===== src/rtl/breakout_pkg.sv =====
// breakout_pkg: shared widths and engine state encoding for the breakout block-state logic.
package breakout_pkg;
    localparam int NUM_COLS = 13;
    localparam int ROW_W    = 4;
    localparam int COL_W    = 4;
    localparam int COUNT_W  = 8;
    typedef enum logic [2:0] {INIT, IDLE, SEEK, CHECK, RESP} state_t;
endpackage


===== src/rtl/line_popcount.sv =====
// line_popcount: combinational brick count of one store line.
module line_popcount import breakout_pkg::*; (
    input  logic [NUM_COLS-1:0] bits,
    output logic [3:0]          count
);
    always_comb begin
        count = '0;
        for (int i = 0; i < NUM_COLS; i++) count = count + 4'(bits[i]);
    end
endmodule


===== src/rtl/block_hit_engine.sv =====
// block_hit_engine: read-modify-write hit client for the rotating block-state line store.
// BLOCK_HIT_COUNT_EN adds the post-reset brick scan, blocks_left and all_clear.
module block_hit_engine import breakout_pkg::*; #(
    parameter int NUM_ROWS = 15
) (
    input  logic                clk,
    input  logic                nRst,
    input  logic                req_valid,
    output logic                req_ready,
    input  logic [ROW_W-1:0]    req_row,
    input  logic [COL_W-1:0]    req_col,
    output logic                resp_valid,
    output logic                resp_hit,
    input  logic [NUM_COLS-1:0] line,
    output logic [NUM_COLS-1:0] new_line,
    output logic                write_line,
    output logic                next_line,
    output logic [COUNT_W-1:0]  blocks_left,
    output logic                all_clear
);
    localparam logic [ROW_W-1:0] LAST_ROW = ROW_W'(NUM_ROWS - 1);
    localparam logic [COL_W-1:0] LAST_COL = COL_W'(NUM_COLS - 1);
`ifdef BLOCK_HIT_COUNT_EN
    localparam state_t RST_STATE = INIT;
`else
    localparam state_t RST_STATE = IDLE;
`endif

    state_t             state_q, state_d;
    logic [ROW_W-1:0]   ptr_q, ptr_d, row_q, row_d, ptr_inc;
    logic [COL_W-1:0]   col_q, col_d;
    logic               hit_q, hit_d;

    assign ptr_inc    = (ptr_q == LAST_ROW) ? '0 : ptr_q + ROW_W'(1);
    assign req_ready  = state_q == IDLE;
    assign resp_valid = state_q == RESP;
    assign resp_hit   = resp_valid && hit_q;

    always_ff @(posedge clk or negedge nRst) begin
        if (!nRst) begin
            state_q <= RST_STATE;
            ptr_q   <= '0;
            row_q   <= '0;
            col_q   <= '0;
            hit_q   <= 1'b0;
        end else begin
            state_q <= state_d;
            ptr_q   <= ptr_d;
            row_q   <= row_d;
            col_q   <= col_d;
            hit_q   <= hit_d;
        end
    end

    always_comb begin
        state_d    = state_q;
        ptr_d      = ptr_q;
        row_d      = row_q;
        col_d      = col_q;
        hit_d      = hit_q;
        next_line  = 1'b0;
        write_line = 1'b0;
        case (state_q)
            INIT: begin
                // Reset state is INIT, so the strobe must stay low while nRst is held.
                next_line = nRst;
                ptr_d     = ptr_inc;
                if (ptr_q == LAST_ROW) state_d = IDLE;
            end
            IDLE: if (req_valid) begin
                row_d   = req_row;
                col_d   = req_col;
                hit_d   = 1'b0;
                state_d = (req_row > LAST_ROW || req_col > LAST_COL) ? RESP : SEEK;
            end
            SEEK: if (ptr_q != row_q) begin
                next_line = 1'b1;
                ptr_d     = ptr_inc;
            end else begin
                state_d = CHECK;
            end
            CHECK: begin
                write_line = line[col_q];
                hit_d      = line[col_q];
                state_d    = RESP;
            end
            RESP:    state_d = IDLE;
            default: state_d = IDLE;
        endcase
        new_line = write_line ? (line & ~(NUM_COLS'(1) << col_q)) : '0;
    end

`ifdef BLOCK_HIT_COUNT_EN
    logic [3:0]         line_bits;
    logic [COUNT_W-1:0] count_q, count_d;

    line_popcount u_popcount (.bits(line), .count(line_bits));

    always_comb count_d = (state_q == INIT) ? count_q + COUNT_W'(line_bits)
                        : (write_line && count_q != '0) ? count_q - COUNT_W'(1) : count_q;

    always_ff @(posedge clk or negedge nRst) begin
        if (!nRst) count_q <= '0;
        else       count_q <= count_d;
    end

    assign blocks_left = count_q;
    assign all_clear   = state_q != INIT && count_q == '0;
`else
    assign blocks_left = '0;
    assign all_clear   = 1'b0;
`endif
endmodule


===== config.mk =====
export PLATFORM = sky130hd
export DESIGN_NAME = block_hit_engine
export DESIGN_NICKNAME = d
export VERILOG_FILES = /design/src/rtl/breakout_pkg.sv /design/src/rtl/line_popcount.sv /design/src/rtl/block_hit_engine.sv
export SDC_FILE = /design/constraint.sdc
export NUM_CORES = 1
export LEC_CHECK = 0
export ABC_AREA = 0
export CAP_MARGIN = 20
export CORE_MARGIN = 5
export CORE_UTILIZATION = 50
export CTS_CLUSTER_DIAMETER = 40
export DETAILED_ROUTE_END_ITERATION = 16
export DONT_BUFFER_PORTS = 1
export GPL_ROUTABILITY_DRIVEN = 0
export GPL_TIMING_DRIVEN = 1
export HOLD_SLACK_MARGIN = 0.05
export PLACE_DENSITY_LB_ADDON = 0.12
export SLEW_MARGIN = 20
export SYNTH_ARGS = -nofsm -noshare
export SYNTH_HDL_FRONTEND = slang
export SYNTH_SLANG_ARGS = --single-unit

===== constraint.sdc =====
create_clock -name clk -period 2.5 [get_ports clk]
set_input_delay 0.5 -clock clk [delete_from_list [all_inputs] [get_ports clk]]
set_output_delay 0.5 -clock clk [all_outputs]
set_load 0.05 [all_outputs]

==> results of run 1 <==
## sequential cells by signal (all words and copies together), names as in the netlist
name,cells
col_q,4
hit_q,1
ptr_q,4
row_q,4
state_q,3
## path summary, 6_finish.rpt
path | endpoint | cells after the start | slack [ps]
worst max-delay path | write_line | 6 | -230
worst min-delay path | col_q[2] | 2 | 330
worst max register to register | hit_q | 6 | 470
worst min register to register | state_q[1] | 1 | 480
max in group asynchronous | col_q[0] | 1 | 1280
min in group asynchronous | ptr_q[2] | 1 | 700
## cells in the final DEF, fill, tap and decap left out, types with 6 or more instances in the layout
cell	netlist	final
conb_1	1	9
nand2_1	6	6
buf_6	2	6
dfrtp_1	15	14
mux2_2	11	9
nor2_4	0	8
nor2_1	11	11
buf_4	10	10
o21ai_0	13	13
## metal layers
metal | GRT usage | up-vias | share of wire
met4 | 0.0186 | 0 | 0.0083
met3 | 0.0532 | 4 | 0.11
met2 | 0.238 | 46 | 0.44
met1 | 0.238 | 484 | 0.44
met5 | 0 | - | 0
li1 | - | 506 | -
## cells by family (layout without fill, tap and decap cells)
group,Yosys count,after routing
AOI/OAI and AO/OA,31,31
xor gates and xnor gates,4,4
buffers and inverters,20,27
DFF,16,16
muxes,15,15
other,1,9
and+or+nand+nor,50,50
## area by class of cell
class,count,share of cell area
multi-input cells,109,0.548
flip-flops and latches,16,0.263
inverters,3,0.00897
well taps,30,0.0245
clock buffers,4,0.0237
repair buffers,20,0.132
## timing repair
item,4_1_cts,5_1_grt
resized for setup,12,12
hold buffers,1,0
endpoints found under the hold margin,16,0
setup endpoints to repair,14,14
pin swaps,2,4
cloned,0,0
setup buffers,2,0
## worst max-delay path: stages (launching register included)
cell,delay (ps)
dfrtp_2,490
mux2_4,320
mux4_2,500
o221ai_4,240
buf_8,210
inv_4,40
buf_8,140
## report_power, final
group | switching, µW | total (µW) | internal, µW
Clock | 85.2 | 174 | 88.7
Sequential | 187 | 575 | 388
Combinational | 594 | 1100 | 507
Total | 865 | 1850 | 984
## metrics by stage
stage | hold WS (ps) | setup TNS [ps] | cell area, µm² | util
after detailed placement | 205 | 0 | 1360 | 0.551
after CTS | 315 | -2690 | 1480 | 0.599
after global placement | 205 | 0 | 1360 | 0.551
after floorplan | 204 | 0 | 1330 | -
after global routing | 325 | -3780 | 1530 | 0.619
final | 329 | -2660 | 1530 | 0.619
==> results_dict.tcl, run 1 <==
set metrics [dict create \
    synthMuxAreaShare 0.139 \
    drv_cap 0 \
    netlist_top_cells_area "dfrtp_1 29%, mux2_2 9.6%, buf_4 5.8%" \
    clock-root-buffer "clkbuf_4" \
    synth_area_mm2 0.00129 \
    initialDrtViolationCount 33 \
    synth.avg_cell_area_um2 9.39 \
    yosys_warnings 0 \
    antenna_found_initial 0 \
    clk_pin_slew_ps 100 \
    yosysTopAreaCellShare 0.292 \
    cp-startpoint "col_q[0]" \
    cp-start-kind "flop" \
    clock_skew_ps 7.67 \
    drive_gt1_frac 0.395 \
    synthAdderAreaFrac 0 \
    synth.most_common_cell "dfrtp_1" \
    routed_via_density 5.71 \
    ys.flop_type "dfrtp_1" \
    die_area_mm2 0.00369 \
    seq_area_um2 403 \
    setup_ws_ps -235 \
    fp.dieW_um 60.7 \
    synthCells 137 \
    r2r_start "col_q[0]" \
    antenna_cells 0 \
    dp_slack_ps 45.5 \
    dr_total_vias 1040 \
    fmax_mhz 366 \
    final_nets 177 \
    die_y_um 60.7 \
    cp.required_ps 2000 \
    fin_crit_sh 1.09 \
    synth_xor_area_frac 0.0272 \
    multi_input_area_um2 841 \
    io_buffer_count 0 \
    p_leak_uw 0.000630 \
    power_density_mw_per_mm2 1210 \
    hp-class "input pin to flop" \
    dpl.cell_count 175 \
    grt_max_degree 17 \
    clk_latency_ps 290 \
    async_reset_ff_frac 1.00 \
    fill_cells 216 \
    place_hpwl_um 2220 \
    finalCriticalPeriod_ps 2730 \
    initial_core_util 0.519 \
    synth_compound_area_frac 0.178 \
    io_pins 51 \
    synth-simple-area-share 0.232 \
    worstMarginPinSlew_ps 748 \
    rsz0062_at_grt "yes" \
    setup-violations-final 14 \
    grt_pass1_wl_um 4510 \
    wirelength_um 2880 \
    synth_edf_count 0 \
    ys_seq_area_frac 0.312 \
    grt_remaining_overflow 0 \
    synth_top_area_cell "dfrtp_1" \
    slew_headroom 0.500 \
    rows 18 \
    ys_types 45 \
    yosys-top-cells-count "15 x dfrtp_1, 13 x o21ai_0, 11 x mux2_2, 11 x nor2_1, 10 x buf_4" \
    irDropWorstVdd_mv 0.810 \
    endpoint_kind "output pin" \
    coreArea_mm2 0.00248 \
    grt.total_usage 0.161 \
    cts_tree "yes" \
    ant_nets 0 \
    maxSlewViolCount 0 \
    hold_viol 0 \
    final_cells 182 \
    firstDrtPassIters 4 \
    wire_per_inst_um 15.8 \
    arrival_ps 2230 \
    fin_total_pwr_uw 1850 \
    ys_ff_latch 16 \
    htreeDepth 1 \
    area_growth_pct 19.3 \
    min-delay-start "req_col[2]" \
    numCtsBuffers 3 \
    run_status "finished with violations" \
    crit_path_max_fanout 8 \
    synth_top_family_by_area "simple AND/OR/NAND/NOR gates" \
    numClockSinks 16 \
    drc 0 \
    violations "negative setup slack" \
    crit_type "flop to output pin" \
    grt_pass1_vias 968 \
    max-clock-path-buffers 2 \
]
Note: power is estimated with default switching activity, not from simulation.
==> run 2: changes to the inputs <==
- CTS_BUF_LIST: unset -> sky130_fd_sc_hd__clkbuf_4 sky130_fd_sc_hd__clkbuf_8
==> results of run 2 <==
Final layout, timing and power as in run 1 (identical DEF).
==> run 3: changes to the inputs <==
- GPL_TIMING_DRIVEN: 1 -> 0
==> run 3 against run 2 <==
  * Combinational power is 6% higher
  * Die area did not move
  * Worst setup slack better by 17 ps
  * Power fell by 0.10%
  * Global-route usage decreased by 0.46 points
  * Clock power down 7%
  * The flow still finishes with violations (negative setup slack)
  * Sequential share of layout area rose by 0.20 points
  * Clock skew increased by 2.4 ps
==> results_dict.tcl, run 3 (synthesis gave the netlist of run 1 again) <==
set metrics [dict create \
    setup-violations-final 14 \
    worstMarginPinSlew_ps 904 \
    cts_tree "yes" \
    hp-class "input pin to flop" \
    firstDrtPassIters 4 \
    fin_tns_setup_ps -2760 \
    fin_crit_sh 1.09 \
    max_stage_delay_ps 500 \
    crit_path_max_fanout 10 \
    final_cells 186 \
    drc 0 \
    initial_core_util 0.519 \
    clk_pin_slew_ps 110 \
    ant_nets 0 \
    drive_gt1_frac 0.423 \
    clk_latency_ps 290 \
    io_buffer_count 0 \
    crit_buf_inv 2 \
    setup_ws_ps -218 \
    coreArea_mm2 0.00248 \
    grt_max_degree 17 \
    grt_pass1_wl_um 4400 \
    grt_use_met2 0.247 \
    grt_pass1_vias 993 \
    arrival_ps 2220 \
    crit_type "flop to output pin" \
    endpoint_kind "output pin" \
    drv_cap 0 \
    p_leak_uw 0.000618 \
    wirelength_um 2870 \
    finalCriticalPeriod_ps 2720 \
    slew_headroom 0.395 \
    die_area_mm2 0.00369 \
    most-common-layout-cells "15 x buf_4, 15 x dfrtp_1, 12 x o21ai_0" \
    irDropWorstVdd_mv 0.804 \
    htreeDepth 1 \
    final_cell_area_mm2 0.00152 \
    fp.dieW_um 60.7 \
    fmax_mhz 368 \
    grt_use_met3 0.0468 \
    rsz0062_at_grt "yes" \
    cp.required_ps 2000 \
    crit_slowest_cell "mux4_2" \
    maxSlewViolCount 0 \
    top_usage_layer "met2" \
    seq_area_um2 402 \
    wire_per_inst_um 15.4 \
    crit_chain "buf_6 > mux2_4 > mux4_2 > o221ai_4 > buf_8 > nor2_2" \
    area_growth_pct 18.0 \
    cp-start-kind "flop" \
    antenna_cells 0 \
    numCtsBuffers 3 \
    final_nets 181 \
    power_density_mw_per_mm2 1220 \
    dpl_cell_area_mm2 0.00136 \
    clock-root-buffer "clkbuf_4" \
    io_pins 51 \
    routed_via_density 5.62 \
    violations "negative setup slack" \
    place_hpwl_um 2270 \
    grt_remaining_overflow 0 \
    die_y_um 60.7 \
    grt.total_usage 0.157 \
    crit_family "multiplexers" \
    multi_input_area_um2 842 \
    rrSetupSlack_ps 450 \
    dpl.cell_count 175 \
    antenna_found_initial 0 \
    met1_usage 0.215 \
    reg.largest.list "col_q x4, ptr_q x4, row_q x4" \
    rows 18 \
    numClockSinks 16 \
    hold_viol 0 \
    fill_cells 231 \
    clock_skew_ps 10.1 \
    dr_total_vias 1045 \
    run_status "finished with violations" \
    initialDrtViolationCount 16 \
    max-clock-path-buffers 2 \
]
-- run 3: cell count changes in the layout (fill, tap and decap cells not counted), moves of 4 or more --
cell,before,now
nor2_4,8,4
buf_4,10,15
clkbuf_1,0,4
nor2_1,11,5
nor2_2,0,10
buf_6,6,2
-- run 3: timing repair --
item                                    4_1_cts  5_1_grt
gates cloned                                  0        0
endpoints found under the setup margin       16       15
pin swaps                                     4        1
hold buffers                                  1        0
setup buffers                                 5        1
endpoints found under the hold margin        16        0
gates resized for setup                      14        2
-- run 3: worst paths after layout --
| path | from | end | cells after the start |
|---|---|---|---|
| max | col_q[0] | new_line[1] | 6 |
| max in group asynchronous | nRst | ptr_q[3] | 1 |
| min | req_col[2] | col_q[2] | 2 |
| max reg2reg | col_q[0] | hit_q | 7 |
| min reg2reg | state_q[2] | state_q[1] | 1 |
| min in group asynchronous | nRst | state_q[1] | 1 |
-- run 3: report_power, final --
group / switching (µW) / internal, µW / total [µW]
Combinational: 666 / 508 / 1170
Sequential: 124 / 387 / 511
Clock: 89.3 / 72.9 / 162
Total: 879 / 968 / 1850
-- run 3: area by class of cell --
type / instances / area share
Buffer: 17 / 0.0841
Clock buffer: 4 / 0.0198
Inverter: 3 / 0.00742
Multi-Input combinational cell: 109 / 0.555
Sequential cell: 16 / 0.265
Tap cell: 30 / 0.0247
Timing Repair Buffer: 7 / 0.0445
-- run 3: worst reg2reg max path: cells and delay by family, from the launching register on --
kind	cells	cell delay (ps)
flip-flops	1	390
buffers and inverters	3	460
AND/OR/NAND/NOR	1	30
AO/OA/AOI/OAI	1	280
multiplexers	2	790
-- run 3: per-stage QoR --
step | power (µW) | hold WS (ps) | setup WS (ps) | utilization
2_1_floorplan | 1410 | 204 | 118 | -
6_report | 1850 | 320 | -218 | 0.613
5_1_grt | 1970 | 325 | -292 | 0.613
3_3_place_gp | 1550 | 205 | 16.6 | 0.551
3_5_place_dp | 1570 | 205 | 7.92 | 0.551
4_1_cts | 1840 | 316 | -262 | 0.608
-- run 3: per-layer routing --
layer | share of wire | up-vias | wire length, µm
met1 | 0.44 | 493 | 1260
met2 | 0.45 | 41 | 1290
met3 | 0.11 | 2 | 304
li1 | - | 509 | -
met5 | 0 | - | 0
met4 | 0.0028 | 0 | 8
